`src/rtl/aes_pkg.sv`:
```
// aes_pkg: shared definitions for the AES MixColumns blocks.
//   - mc_state_e     : FSM state encoding of the sequential MixColumns engine
//   - AES_POLY_LOW   : low byte of the AES reduction polynomial 0x11b
//   - COL_W/NUM_COLS : column slicing of a 128-bit state (column c = [32c+31:32c],
//                      row 0 in the least-significant byte); shared with the
//                      inverse MixColumns block so both agree on ordering
//   - xtime          : multiply by {02} in GF(2^8)
//   - mix_col        : forward MixColumns on one 32-bit column
//   - get_col/put_col: column read / column replace helpers
package aes_pkg;

  typedef enum logic [1:0] {
    IDLE = 2'd0,
    BUSY = 2'd1,
    DONE = 2'd2
  } mc_state_e;

  localparam logic [7:0] AES_POLY_LOW = 8'h1b;

  localparam int BYTE_W   = 8;
  localparam int COL_W    = 32;
  localparam int NUM_COLS = 4;
  localparam int STATE_W  = COL_W * NUM_COLS;

  function automatic logic [7:0] xtime(input logic [7:0] x);
    return {x[6:0], 1'b0} ^ (x[7] ? AES_POLY_LOW : 8'h00);
  endfunction

  // Circulant matrix {02,03,01,01}; 3x is expressed as xtime(x)^x.
  function automatic logic [31:0] mix_col(input logic [31:0] a);
    logic [7:0] a0, a1, a2, a3;
    logic [7:0] b0, b1, b2, b3;
    a0 = a[7:0];
    a1 = a[15:8];
    a2 = a[23:16];
    a3 = a[31:24];
    b0 = xtime(a0) ^ (xtime(a1) ^ a1) ^ a2 ^ a3;
    b1 = a0 ^ xtime(a1) ^ (xtime(a2) ^ a2) ^ a3;
    b2 = a0 ^ a1 ^ xtime(a2) ^ (xtime(a3) ^ a3);
    b3 = (xtime(a0) ^ a0) ^ a1 ^ a2 ^ xtime(a3);
    return {b3, b2, b1, b0};
  endfunction

  function automatic logic [COL_W-1:0] get_col(input logic [STATE_W-1:0] s,
                                               input logic [1:0] c);
    return s[COL_W*c +: COL_W];
  endfunction

  function automatic logic [STATE_W-1:0] put_col(input logic [STATE_W-1:0] s,
                                                 input logic [1:0] c,
                                                 input logic [COL_W-1:0] v);
    logic [STATE_W-1:0] r;
    r = s;
    r[COL_W*c +: COL_W] = v;
    return r;
  endfunction

endpackage

```
`src/rtl/mix_single_column.sv`:
```
// mix_single_column: combinational forward MixColumns of one column.
//   col_in  [31:0] : input column, row 0 in bits [7:0]
//   col_out [31:0] : mixed column, same byte ordering
module mix_single_column
  import aes_pkg::*;
(
  input  logic [COL_W-1:0] col_in,
  output logic [COL_W-1:0] col_out
);

  assign col_out = mix_col(col_in);

endmodule

```
`src/rtl/mix_columns_seq.sv`:
```
// mix_columns_seq: multi-cycle, handshaked forward AES MixColumns engine.
// A state is accepted into an internal register, then COLS_PER_CYCLE columns
// are mixed in place per clock until all four are done; the result is then
// presented until downstream takes it.
//
// Handshake: a transfer happens on a rising edge where valid && ready are
// both high. The source keeps in_valid/in_data steady until in_ready;
// out_valid/out_data stay frozen until out_ready. in_ready depends only on
// FSM state and out_ready, never on in_valid.
//
// Ports:
//   clk        : rising-edge clock
//   reset      : asynchronous active-high reset
//   in_valid   : in_data holds a state to accept
//   in_ready   : block accepts a state this cycle
//   in_data    : 128-bit input state (sampled on the accept edge only)
//   out_valid  : out_data holds a finished result (registered)
//   out_ready  : downstream takes out_data
//   out_data   : 128-bit MixColumns result (registered)
//   dbg_state  : current FSM state encoding (mc_state_e)
module mix_columns_seq
  import aes_pkg::*;
#(
  parameter int COLS_PER_CYCLE = 1
) (
  input  logic               clk,
  input  logic               reset,
  input  logic               in_valid,
  output logic               in_ready,
  input  logic [STATE_W-1:0] in_data,
  output logic               out_valid,
  input  logic               out_ready,
  output logic [STATE_W-1:0] out_data,
  output logic [1:0]         dbg_state
);

  if (COLS_PER_CYCLE != 1 && COLS_PER_CYCLE != 2 && COLS_PER_CYCLE != 4) begin : g_bad_cpc
    $error("mix_columns_seq: COLS_PER_CYCLE must be 1, 2 or 4");
  end

  // A step of 4 truncates to 0, which is exactly the 2-bit wrap we want.
  localparam logic [1:0] COL_STEP = 2'(COLS_PER_CYCLE);
  localparam logic [1:0] LAST_COL = 2'(NUM_COLS - COLS_PER_CYCLE);

  mc_state_e          state_q, state_d;
  logic [1:0]         col_idx_q, col_idx_d;
  logic [STATE_W-1:0] data_q, data_d;
  logic               out_valid_q, out_valid_d;

  logic [1:0]       grp_idx [COLS_PER_CYCLE];
  logic [COL_W-1:0] col_in  [COLS_PER_CYCLE];
  logic [COL_W-1:0] col_out [COLS_PER_CYCLE];

  // Column group currently being mixed: col_idx .. col_idx+COLS_PER_CYCLE-1.
  for (genvar g = 0; g < COLS_PER_CYCLE; g++) begin : g_col
    assign grp_idx[g] = col_idx_q + 2'(g);
    assign col_in[g]  = get_col(data_q, grp_idx[g]);

    mix_single_column u_mix (
      .col_in  (col_in[g]),
      .col_out (col_out[g])
    );
  end

  assign in_ready = (state_q == IDLE) || ((state_q == DONE) && out_ready);

  always_comb begin
    state_d   = state_q;
    col_idx_d = col_idx_q;
    data_d    = data_q;
    unique case (state_q)
      IDLE: begin
        if (in_valid) begin
          data_d    = in_data;
          col_idx_d = 2'd0;
          state_d   = BUSY;
        end
      end
      BUSY: begin
        for (int g = 0; g < COLS_PER_CYCLE; g++) begin
          data_d = put_col(data_d, grp_idx[g], col_out[g]);
        end
        col_idx_d = col_idx_q + COL_STEP;
        if (col_idx_q == LAST_COL) begin
          state_d = DONE;
        end
      end
      DONE: begin
        if (out_ready) begin
          if (in_valid) begin
            data_d    = in_data;
            col_idx_d = 2'd0;
            state_d   = BUSY;
          end else begin
            state_d = IDLE;
          end
        end
      end
      default: begin
        state_d = IDLE;
      end
    endcase
    out_valid_d = (state_d == DONE);
  end

  always_ff @(posedge clk or posedge reset) begin
    if (reset) begin
      state_q     <= IDLE;
      col_idx_q   <= 2'd0;
      data_q      <= '0;
      out_valid_q <= 1'b0;
    end else begin
      state_q     <= state_d;
      col_idx_q   <= col_idx_d;
      data_q      <= data_d;
      out_valid_q <= out_valid_d;
    end
  end

  // The state register only holds the finished result while DONE.
  assign out_data  = data_q;
  assign out_valid = out_valid_q;
  assign dbg_state = state_q;

endmodule

```
`config.mk`:
```
export PLATFORM = sky130hd
export DESIGN_NAME = mix_columns_seq
export DESIGN_NICKNAME = d
export VERILOG_FILES = /design/src/rtl/aes_pkg.sv /design/src/rtl/mix_single_column.sv /design/src/rtl/mix_columns_seq.sv
export SDC_FILE = /design/constraint.sdc
export NUM_CORES = 1
export LEC_CHECK = 0
export CAP_MARGIN = 10
export CORE_AREA = 2 2 154 156
export DETAILED_ROUTE_END_ITERATION = 10
export DIE_AREA = 0 0 156 158
export PLACE_DENSITY = 0.72
export RECOVER_POWER = 25
export SYNTH_ARGS = -nofsm -noshare
export SYNTH_HDL_FRONTEND = slang
export SYNTH_HIERARCHICAL = 1
export SYNTH_SLANG_ARGS = --single-unit
```
`constraint.sdc`:
```
create_clock -name clk -period 5.1 [get_ports clk]
set_clock_uncertainty 0.15 [all_clocks]
set_input_delay 0.51 -clock clk [delete_from_list [all_inputs] [get_ports clk]]
set_output_delay 0.51 -clock clk [all_outputs]
set_load 0.03 [all_outputs]
```
; ---- Yosys cells after proc, flatten, opt, wreduce, memory -nomap -nowiden
; Index checks and enable logic that the tools add are counted.
[classes]
n_eq_ne = 5
n_reduce_logical = 5
add_sub_neg = 2
bitwise_logic = 20
mux = 16
shift = 3
[op_table]
columns = cell, count
row1 = case mux 128 bit (3 select lines), 1
row2 = two-way mux 128 bit, 2
row3 = XOR 8 bit, 19
row4 = bitwise mux 128 bit, 1
row5 = variable shift 32 x 34 -> 128 bit (first input constant), 1
row6 = variable part select 128 x 8 -> 32 bit, 1
row7 = variable part select 32 x 34 -> 128 bit, 1
row8 = negator 7 -> 34 bit, 1
row9 = two-way mux 5 bit, 4
row10 = case mux 2 bit (3 select lines), 2
row11 = two-way mux 2 bit, 5
row12 = XOR 8 x 5 -> 8 bit, 1
row13 = == test 2 bit (second input constant), 3
row14 = nonzero test 3 bit, 1
row15 = adder 2 x 1 -> 2 bit (second input constant), 1
row16 = == test 2 x 1 -> 1 bit (second input constant), 1
row17 = zero test 2 bit, 1
row18 = inequality test 2 bit (second input constant), 1
row19 = AND reduction 2 bit, 1
row20 = logical AND 1 bit, 1
row21 = logical OR 1 bit, 1
row22 = two-way mux 1 bit, 1
[word_totals]
in_bits = 132
regBits = 133

; ---- Longest topological paths before layout
; Gate-level depths: netlist of run 1.
[depth]
ltp_word = 10
mapped_depth = 10
ltp_nobuf = 6

; ---- Hierarchy
; Netlist of run 1, hierarchy kept.
[by_module_without_submodules]
columns = module, cells_each, seq_area_each_um2, area_per_inst_um2, instances
row1 = mix_columns_seq, 660, 3328.2, 8879.8, 1
row2 = mix_single_column, 79, 0.0, 1307.5, 1

; ---- Least setup slack after synthesis of run 1
; No wires, ideal clock.
[synth_path]
path_kind = register -> register
from = register col_idx_q[1]
to = register data_q[59], in the netlist out_data[59]
t_arrival_ps = 2979
stages_incl_launch_ff = 9
path_buffers = 2
path_slack_ps = 1846
path_cell_list = dfrtp_1 buf_2 buf_1 mux4_2 xnor2_2 xnor3_1 and2_1 a32o_1 mux2_4
[synth_rtl]
columns = element, line_no
row1 = start: declaration, mix_columns_seq.sv:46  ; logic [1:0] col_idx_q, col_idx_d;
row2 = start signal: assignment, mix_columns_seq.sv:114  ; col_idx_q <= col_idx_d;
row3 = end signal: assignment, mix_columns_seq.sv:115  ; data_q <= data_d;
row4 = end: declaration, mix_columns_seq.sv:47  ; logic [STATE_W-1:0] data_q, data_d;

==> flow_summary.toml, run 1 <==
[synth]
async_flop_share_pct = 100.0
synth_area_um2 = 10190
ys.flop_type = "dfrtp_1"
netlist_instances = 739
synth_edf_count = 0
yosysSeqAreaShare_pct = 32.67
ys_types = 39
yosys_register_bits = 133
syn_nets = 876
ys_warn_count = 6
syn_area_per_cell_um2 = 13.79

[drt]
vias = 7792
drt_iter0_markers = 664
routedWlPerCell_um = 27.64
vias_per_cell = 6.189
drcViolationCount = 0
drt-total-wl_um = 34800
postRouteAntennaNets = 0
first_pass_iters = 5

[clock_network]
ctsResizeCount = 0
post_cts_buffers = 0
clockBufferDepth = 2
clock-root-buffer = "clkbuf_16"
ctsHoldBuffers = 0
numCtsBuffers = 17
h-tree-depth = 4
clock_latency_ns = 0.43
cts_tree = "done"
clk_pin_slew_ns = 0.06
cts_sinks = 133

[critical_path]
cpPeakStageDelay_ns = 1.22
crit_path_end_kind = "register"
slowest_stage = "dfrtp_1"
criticalPathCategory = "reg -> reg"
crit_chain = "buf_4 > mux4_2 > xnor2_1 > xor3_1 > nor2b_1 > a32o_1 > mux2_4"
cp-start-kind = "register"
cp_top_family = "flip-flops"
crit_fanout = 28
path_buf_inv = 1
crit_arrival_ns = 4.32
crit_required_ns = 5.26

[finish]
drive_gt1_share_pct = 23.01
nets = 1093
num_antenna_cells = 0
layout_commonest_cell = "clkdlybuf4s50_1"
final_cell_mix = "262 x clkdlybuf4s50_1, 132 x dfrtp_1, 128 x a32o_1"
syn_to_final_growth_pct = 31.04

[place]
hpwl_um = 23640
gp_congestion = 0.8784
portBuffers = 263

[global_routing]
track_usage_pct = 28.43
grt_first_pass_wirelength_um = 51570
grt_overflow = 0
antenna_found_initial = 0
first_global_vias = 8045
grt_max_degree = 98

[floorplan]
die_y_um = 158
die_x_um = 156
rows = 56
fp.dieArea_um2 = 24650
start_util_pct = 44.19
io_pins = 264
core_um2 = 23050

[sta]
setup-violations-final = 0
hold_viol = 0
drv_slew = 98
rsz0062_at_grt = "false"
relSlewSlack_pct = -43.24
max_freq_ghz = 0.2399
worstMarginPinSlew_ns = 2.149
fin_setup_tns_ns = 0
layout_min_cycle_time_ns = 4.168
period_share_pct = 81.73

[run_status]
violations = "max-capacitance violations, max-slew violations"
status = "finished with violations"

[min_path]
hold_path.class = "reg -> reg"

[job]
maxCapViolCount = 1
-- path summary, 6_finish.rpt --
check / from / to / slack [ns] / cells after the start
worst max register to register: col_idx_q[0]$_DFFE_PP0P_ / out_data[117]$_DFFE_PP0P_ / 0.93 / 7
worst min register to register: out_data[93]$_DFFE_PP0P_ / out_data[93]$_DFFE_PP0P_ / 0.39 / 1
worst min-delay path: out_data[93]$_DFFE_PP0P_ / out_data[93]$_DFFE_PP0P_ / 0.39 / 1
max in group asynchronous: reset / out_data[12]$_DFFE_PP0P_ / 2.36 / 3
min in group asynchronous: reset / out_data[23]$_DFFE_PP0P_ / 1.06 / 2
worst max-delay path: col_idx_q[0]$_DFFE_PP0P_ / out_data[117]$_DFFE_PP0P_ / 0.93 / 7
-- cell usage after synthesis (10+ instances only) --
| library cell | n | area share, % |
|---|---|---|
| dfrtp_1 | 133 | 33 |
| buf_2 | 22 | 1.1 |
| mux2_4 | 111 | 16 |
| and2_1 | 64 | 3.9 |
| xnor2_1 | 16 | 1.4 |
| buf_6 | 17 | 1.9 |
| mux4_2 | 32 | 7.1 |
| mux2_2 | 14 | 1.5 |
| buf_8 | 10 | 1.5 |
| a32o_1 | 128 | 13 |
| xor2_1 | 12 | 1.0 |
| nor2b_1 | 66 | 4.1 |
| clkbuf_1 | 26 | 0.96 |
| xnor3_1 | 34 | 7.5 |
-- per-stage QoR --
step | instances | setup slack, ns | cell area (µm²) | util (%) | hold WS, ns
after detailed placement | 1226 | 1.414 | 12740 | 55.25 | 0.3785
after global placement | 1226 | 1.404 | 12740 | 55.25 | 0.3676
final | 1259 | 0.9316 | 13350 | 57.91 | 0.3871
after CTS | 1258 | 1.393 | 13340 | 57.85 | 0.3917
after global routing | 1259 | 0.7675 | 13350 | 57.91 | 0.4072
after floorplan | 739 | 0.8856 | 10190 | - | 0.4706
-- worst register-to-register path, cell delays in order, from the launching register on --
cell,delay [ns]
dfrtp_1,1.22
buf_4,0.52
mux4_2,0.46
xnor2_1,0.43
xor3_1,0.53
nor2b_1,0.18
a32o_1,0.29
mux2_4,0.26
-- per-layer routing --
layer,vias to the layer above,track usage (%),wire length [µm]
met5,-,0,0
met4,0,12.23,1208
met3,73,5.803,2988
met2,476,44.82,16290
met1,3961,38.28,14310
li1,3282,-,-
-- cell families after synthesis --
kind of cell / share of synthesized area [%]
XOR/XNOR: 12.70
adder cells (fa/ha/maj): 0.6141
flip-flops: 32.67
AND/OR/NAND/NOR: 8.683
AO/OA/AOI/OAI: 13.80
buffers and inverters: 6.116
multiplexers: 25.41
-- area by class of cell --
cell class / count / area (µm²)
inverter: 6 / 26.28
sequential: 133 / 3329
multi-input combinational: 518 / 6250
fill: 1851 / 9703
tap: 290 / 362.8
timing repair buffer: 280 / 2780
clock buffer: 19 / 442.9
clock inverter: 13 / 157.7
-- registers in the layout, indices dropped and copies added (netlist names) --
| register | count |
|---|---|
| out_valid | 1 |
| out_data | 128 |
| dbg_state | 2 |
| col_idx_q | 2 |
Power of run 1 is not shown: default switching activity piles up to over one toggle a cycle in this logic, so the estimate is an artifact.
==> inputs of run 2 (changes only) <==
Clock period 5.1 ns to 3.93 ns, I/O delays scaled along.
==> run 2 against run 1 <==
  * Non-clock buffer count is 9 higher
  * Die area unchanged
  * Fmax is 24% higher
  * Global-route usage is 0.89 points lower
  * Register-to-register slack lost 0.37 ns
  * Sequential cell count unchanged
  * The flow still finishes with violations (max-capacitance violations, max-slew violations)
  * Core utilization about the same
==> flow_summary.toml, run 2 (synthesis results as in run 1) <==
[clock_network]
numCtsBuffers = 17
cts_sinks = 133
clock-root-buffer = "clkbuf_16"
clk_pin_slew_ns = 0.07
cts_tree = "done"
h-tree-depth = 4
post_cts_buffers = 0
ctsHoldBuffers = 0
clockBufferDepth = 2
clock_latency_ns = 0.43
ctsResizeCount = 0

[global_routing]
grt_overflow = 0
first_global_vias = 7959
grt_first_pass_wirelength_um = 50510
grt_max_degree = 69
track_usage_pct = 27.54
antenna_found_initial = 0

[finish]
syn_to_final_growth_pct = 31.00
ff_latch_area_um2 = 3331
num_antenna_cells = 0
layout_commonest_cell = "clkdlybuf4s50_1"
largest_reg_flops = 128
final_cell_mix = "262 x clkdlybuf4s50_1, 131 x dfrtp_1, 128 x a32o_1"
multi_input_area_um2 = 6255
drive_gt1_share_pct = 23.20
fillers = 1814
nets = 1102
finalNonFillerCells = 1264

[drt]
drt_iter0_markers = 687
vias = 7808
routedWlPerCell_um = 27.04
first_pass_iters = 5
drcViolationCount = 0
postRouteAntennaNets = 0
vias_per_cell = 6.177
drt-total-wl_um = 34180

[floorplan]
core_um2 = 23050
start_util_pct = 44.19
die_x_um = 156
fp.dieArea_um2 = 24650
io_pins = 264
rows = 56
die_y_um = 158

[run_status]
status = "finished with violations"
violations = "max-capacitance violations, max-slew violations"

[place]
preCtsSetupSlack_ns = 0.5864
portBuffers = 263
dpl.cell_count = 1236
hpwl_um = 23970
gp_congestion = 0.8961

[sta]
timing.final.ws_setup_ns = 0.5639
max_freq_ghz = 0.2971
relSlewSlack_pct = -19.51
worstMarginPinSlew_ns = 1.793
fin_setup_tns_ns = 0
setup-violations-final = 0
period_share_pct = 85.65
hold_ws_ns = 0.3956
rsz0062_at_grt = "false"
layout_min_cycle_time_ns = 3.366
hold_viol = 0
drv_slew = 135

[critical_path]
crit_fanout = 8
crit_required_ns = 4.08
cp-start-kind = "register"
cpPeakStageDelay_ns = 0.59
criticalPathCategory = "reg -> reg"
startpoint = "col_idx_q[1]$_DFFE_PP0P_"
rr_startpoint = "col_idx_q[1]$_DFFE_PP0P_"
rrSetupSlack_ns = 0.56
crit_arrival_ns = 3.52
slowest_stage = "mux4_2"
crit_path_end_kind = "register"
crit_chain = "buf_4 > mux4_2 > xnor2_1 > xnor3_1 > and2_1 > a32o_1 > mux2_2"
cp-endpoint = "out_data[44]$_DFFE_PP0P_"
timing.rr.end = "out_data[44]$_DFFE_PP0P_"
r2r_cells = 7

[job]
maxCapViolCount = 2

[min_path]
hold_path.class = "reg -> reg"
## run 2: metrics by stage
stage	cell area [µm²]	util, %
after floorplan	10190	-
after global placement	12830	55.64
after detailed placement	12830	55.64
after CTS	13350	57.91
after global routing	13350	57.89
final	13350	57.89
## run 2: final cells by class
class                   instances  share of cell area, %
multi-input cells             518                  46.87
inverters                       6                 0.1969
well taps                     290                  2.719
flip-flops and latches        133                  24.96
repair buffers                289                  21.34
clock buffers                  23                  3.506
clock inverters                 5                 0.4125
## run 2: critical path: cells and delay by family (launching register included)
family	cells	cell delay, ns
muxes	2	0.85
and+or+nand+nor	1	0.20
buffers and inverters	1	0.28
DFF	1	0.54
AOI/OAI and AO/OA	1	0.24
xor gates and xnor gates	2	0.97
## run 2: worst min-delay path by stage
| stage | startpoint | end | cells past startpoint | slack (ns) |
|---|---|---|---|---|
| after CTS | out_data[51]$_DFFE_PP0P_ | out_data[51]$_DFFE_PP0P_ | 1 | 0.39 |
| after global routing | out_data[94]$_DFFE_PP0P_ | out_data[94]$_DFFE_PP0P_ | 1 | 0.40 |
| final | out_data[114]$_DFFE_PP0P_ | out_data[114]$_DFFE_PP0P_ | 1 | 0.40 |
| after global placement | out_data[106]$_DFFE_PP0P_ | out_data[106]$_DFFE_PP0P_ | 1 | 0.37 |
| after floorplan | in_valid | dbg_state[0]$_DFF_PP0_ | 2 | 0.46 |
| after detailed placement | out_data[51]$_DFFE_PP0P_ | out_data[51]$_DFFE_PP0P_ | 1 | 0.37 |
## run 2: per-layer routing
layer	global-route usage [%]	vias up	wire (µm)
met5	0	-	0
met4	9.000	0	825
met3	4.161	56	2655
met2	44.63	448	16300
met1	38.15	4010	14390
li1	-	3294	-
Power of run 2 is left out for the same reason.
==> inputs of run 3 (changes only) <==
==> constraint.sdc (replaced) <==
create_clock -name clk -period 3.93 [get_ports clk]
set_clock_uncertainty 0.15 [all_clocks]
set_input_delay 0.786 -clock clk [delete_from_list [all_inputs] [get_ports clk]]
set_output_delay 0.786 -clock clk [all_outputs]
set_load 0.03 [all_outputs]
==> run 3 against run 2 <==
  * The flow still finishes with violations (max-capacitance violations, max-slew violations)
  * Core utilization grew 0.33 points
  * First-iteration DRC count shrank 4.2%
  * Global-route usage grew 0.41 points
  * Worst hold slack lost 0.0057 ns
  * Fmax shrank 2.0%
  * Cell count grew 0.24%
  * Largest cell class unchanged
==> flow_summary.toml, run 3 (synthesis results as in run 1) <==
[clock_network]
clk_pin_slew_ns = 0.06
clockBufferDepth = 2
ctsResizeCount = 0
numCtsBuffers = 17
post_cts_buffers = 0
h-tree-depth = 4
clock_latency_ns = 0.43
cts_sinks = 133
cts_tree = "done"
ctsHoldBuffers = 0
clock-root-buffer = "clkbuf_16"

[finish]
num_antenna_cells = 0
syn_to_final_growth_pct = 31.75
drive_gt1_share_pct = 23.54
final_cell_mix = "262 x clkdlybuf4s50_1, 131 x dfrtp_1, 128 x a32o_1"
nets = 1102
layout_commonest_cell = "clkdlybuf4s50_1"
largest_reg_flops = 128

[critical_path]
timing.rr.end = "out_data[53]$_DFFE_PP0P_"
cp-start-kind = "register"
crit_required_ns = 4.09
r2r_cells = 8
crit_path_end_kind = "register"
crit_fanout = 12
crit_arrival_ns = 3.59
cpPeakStageDelay_ns = 0.57
rr_startpoint = "col_idx_q[1]$_DFFE_PP0P_"
slowest_stage = "dfrtp_2"
criticalPathCategory = "reg -> reg"
rrSetupSlack_ns = 0.50
crit_chain = "buf_4 > buf_4 > mux4_2 > xnor2_1 > xor3_1 > and2_1 > a32o_1 > mux2_4"
crit_top_cell = "buf_4"

[global_routing]
antenna_found_initial = 0
track_usage_pct = 27.95
first_global_vias = 7859
grt_overflow = 0
grt_max_degree = 68
grt_first_pass_wirelength_um = 50940

[min_path]
min_from = "out_data[126]$_DFFE_PP0P_"
hold_depth = 1
hold_end = "out_data[126]$_DFFE_PP0P_"
hold_path.class = "reg -> reg"

[sta]
setup-violations-final = 0
drv_slew = 61
period_share_pct = 87.40
hold_viol = 0
worstMarginPinSlew_ns = 1.573
max_freq_ghz = 0.2911
rsz0062_at_grt = "false"
fin_setup_tns_ns = 0
relSlewSlack_pct = -4.869
layout_min_cycle_time_ns = 3.435

[drt]
first_pass_iters = 5
drt_iter0_markers = 658
routedWlPerCell_um = 27.22
vias = 7784
postRouteAntennaNets = 0
vias_per_cell = 6.144
drcViolationCount = 0
drt-total-wl_um = 34490

[run_status]
violations = "max-capacitance violations, max-slew violations"
status = "finished with violations"

[floorplan]
start_util_pct = 44.19
rows = 56
core_um2 = 23050
io_pins = 264
die_y_um = 158
die_x_um = 156
fp.dieArea_um2 = 24650

[place]
hpwl_um = 23780
gp_congestion = 0.8717
portBuffers = 263

[job]
maxCapViolCount = 1
[run 3: worst max path at each step]
stage / start / to
after global routing: reset / out_data[11]$_DFFE_PP0P_
final: col_idx_q[1]$_DFFE_PP0P_ / out_data[53]$_DFFE_PP0P_
after global placement: col_idx_q[1]$_DFFE_PP0P_ / out_data[21]$_DFFE_PP0P_
after floorplan: col_idx_q[1]$_DFFE_PP0P_ / out_data[59]$_DFFE_PP0P_
after detailed placement: col_idx_q[1]$_DFFE_PP0P_ / out_data[21]$_DFFE_PP0P_
after CTS: col_idx_q[1]$_DFFE_PP0P_ / out_data[53]$_DFFE_PP0P_
[run 3: critical path: cells and delay by family, from the launching register on]
kind	cells	cell delay, ns
XOR/XNOR	2	0.93
multiplexers	2	0.83
flip-flops	1	0.57
buffers and inverters	2	0.38
AO/OA/AOI/OAI	1	0.27
AND/OR/NAND/NOR	1	0.19
[run 3: final cells by class]
cell class,count,area [µm²]
sequential,133,3331
clock buffer,21,450.4
inverter,6,23.77
multi-input combinational,518,6255
tap,290,362.8
fill,1818,9630
timing repair buffer,289,2868
clock inverter,10,131.4
[run 3: per-stage QoR]
stage               util [%]  setup slack (ns)  instance area, µm²  instances  hold slack (ns)
global route           58.22            0.3240               13420       1267           0.4118
floorplan                  -            0.6762               10190        739           0.4706
global placement       55.78            0.5894               12860       1235           0.3770
CTS                    58.30            0.4704               13440       1266           0.3939
detailed placement     55.78            0.5473               12860       1235           0.3739
finish                 58.22            0.4950               13420       1267           0.3899
[run 3: metal layers]
layer / track usage (%) / share of wire [%]
met5: 0 / 0
met4: 9.262 / 2.2
met3: 5.092 / 8.6
met2: 45.13 / 48
met1: 38.22 / 41
Power of run 3 is left out for the same reason.
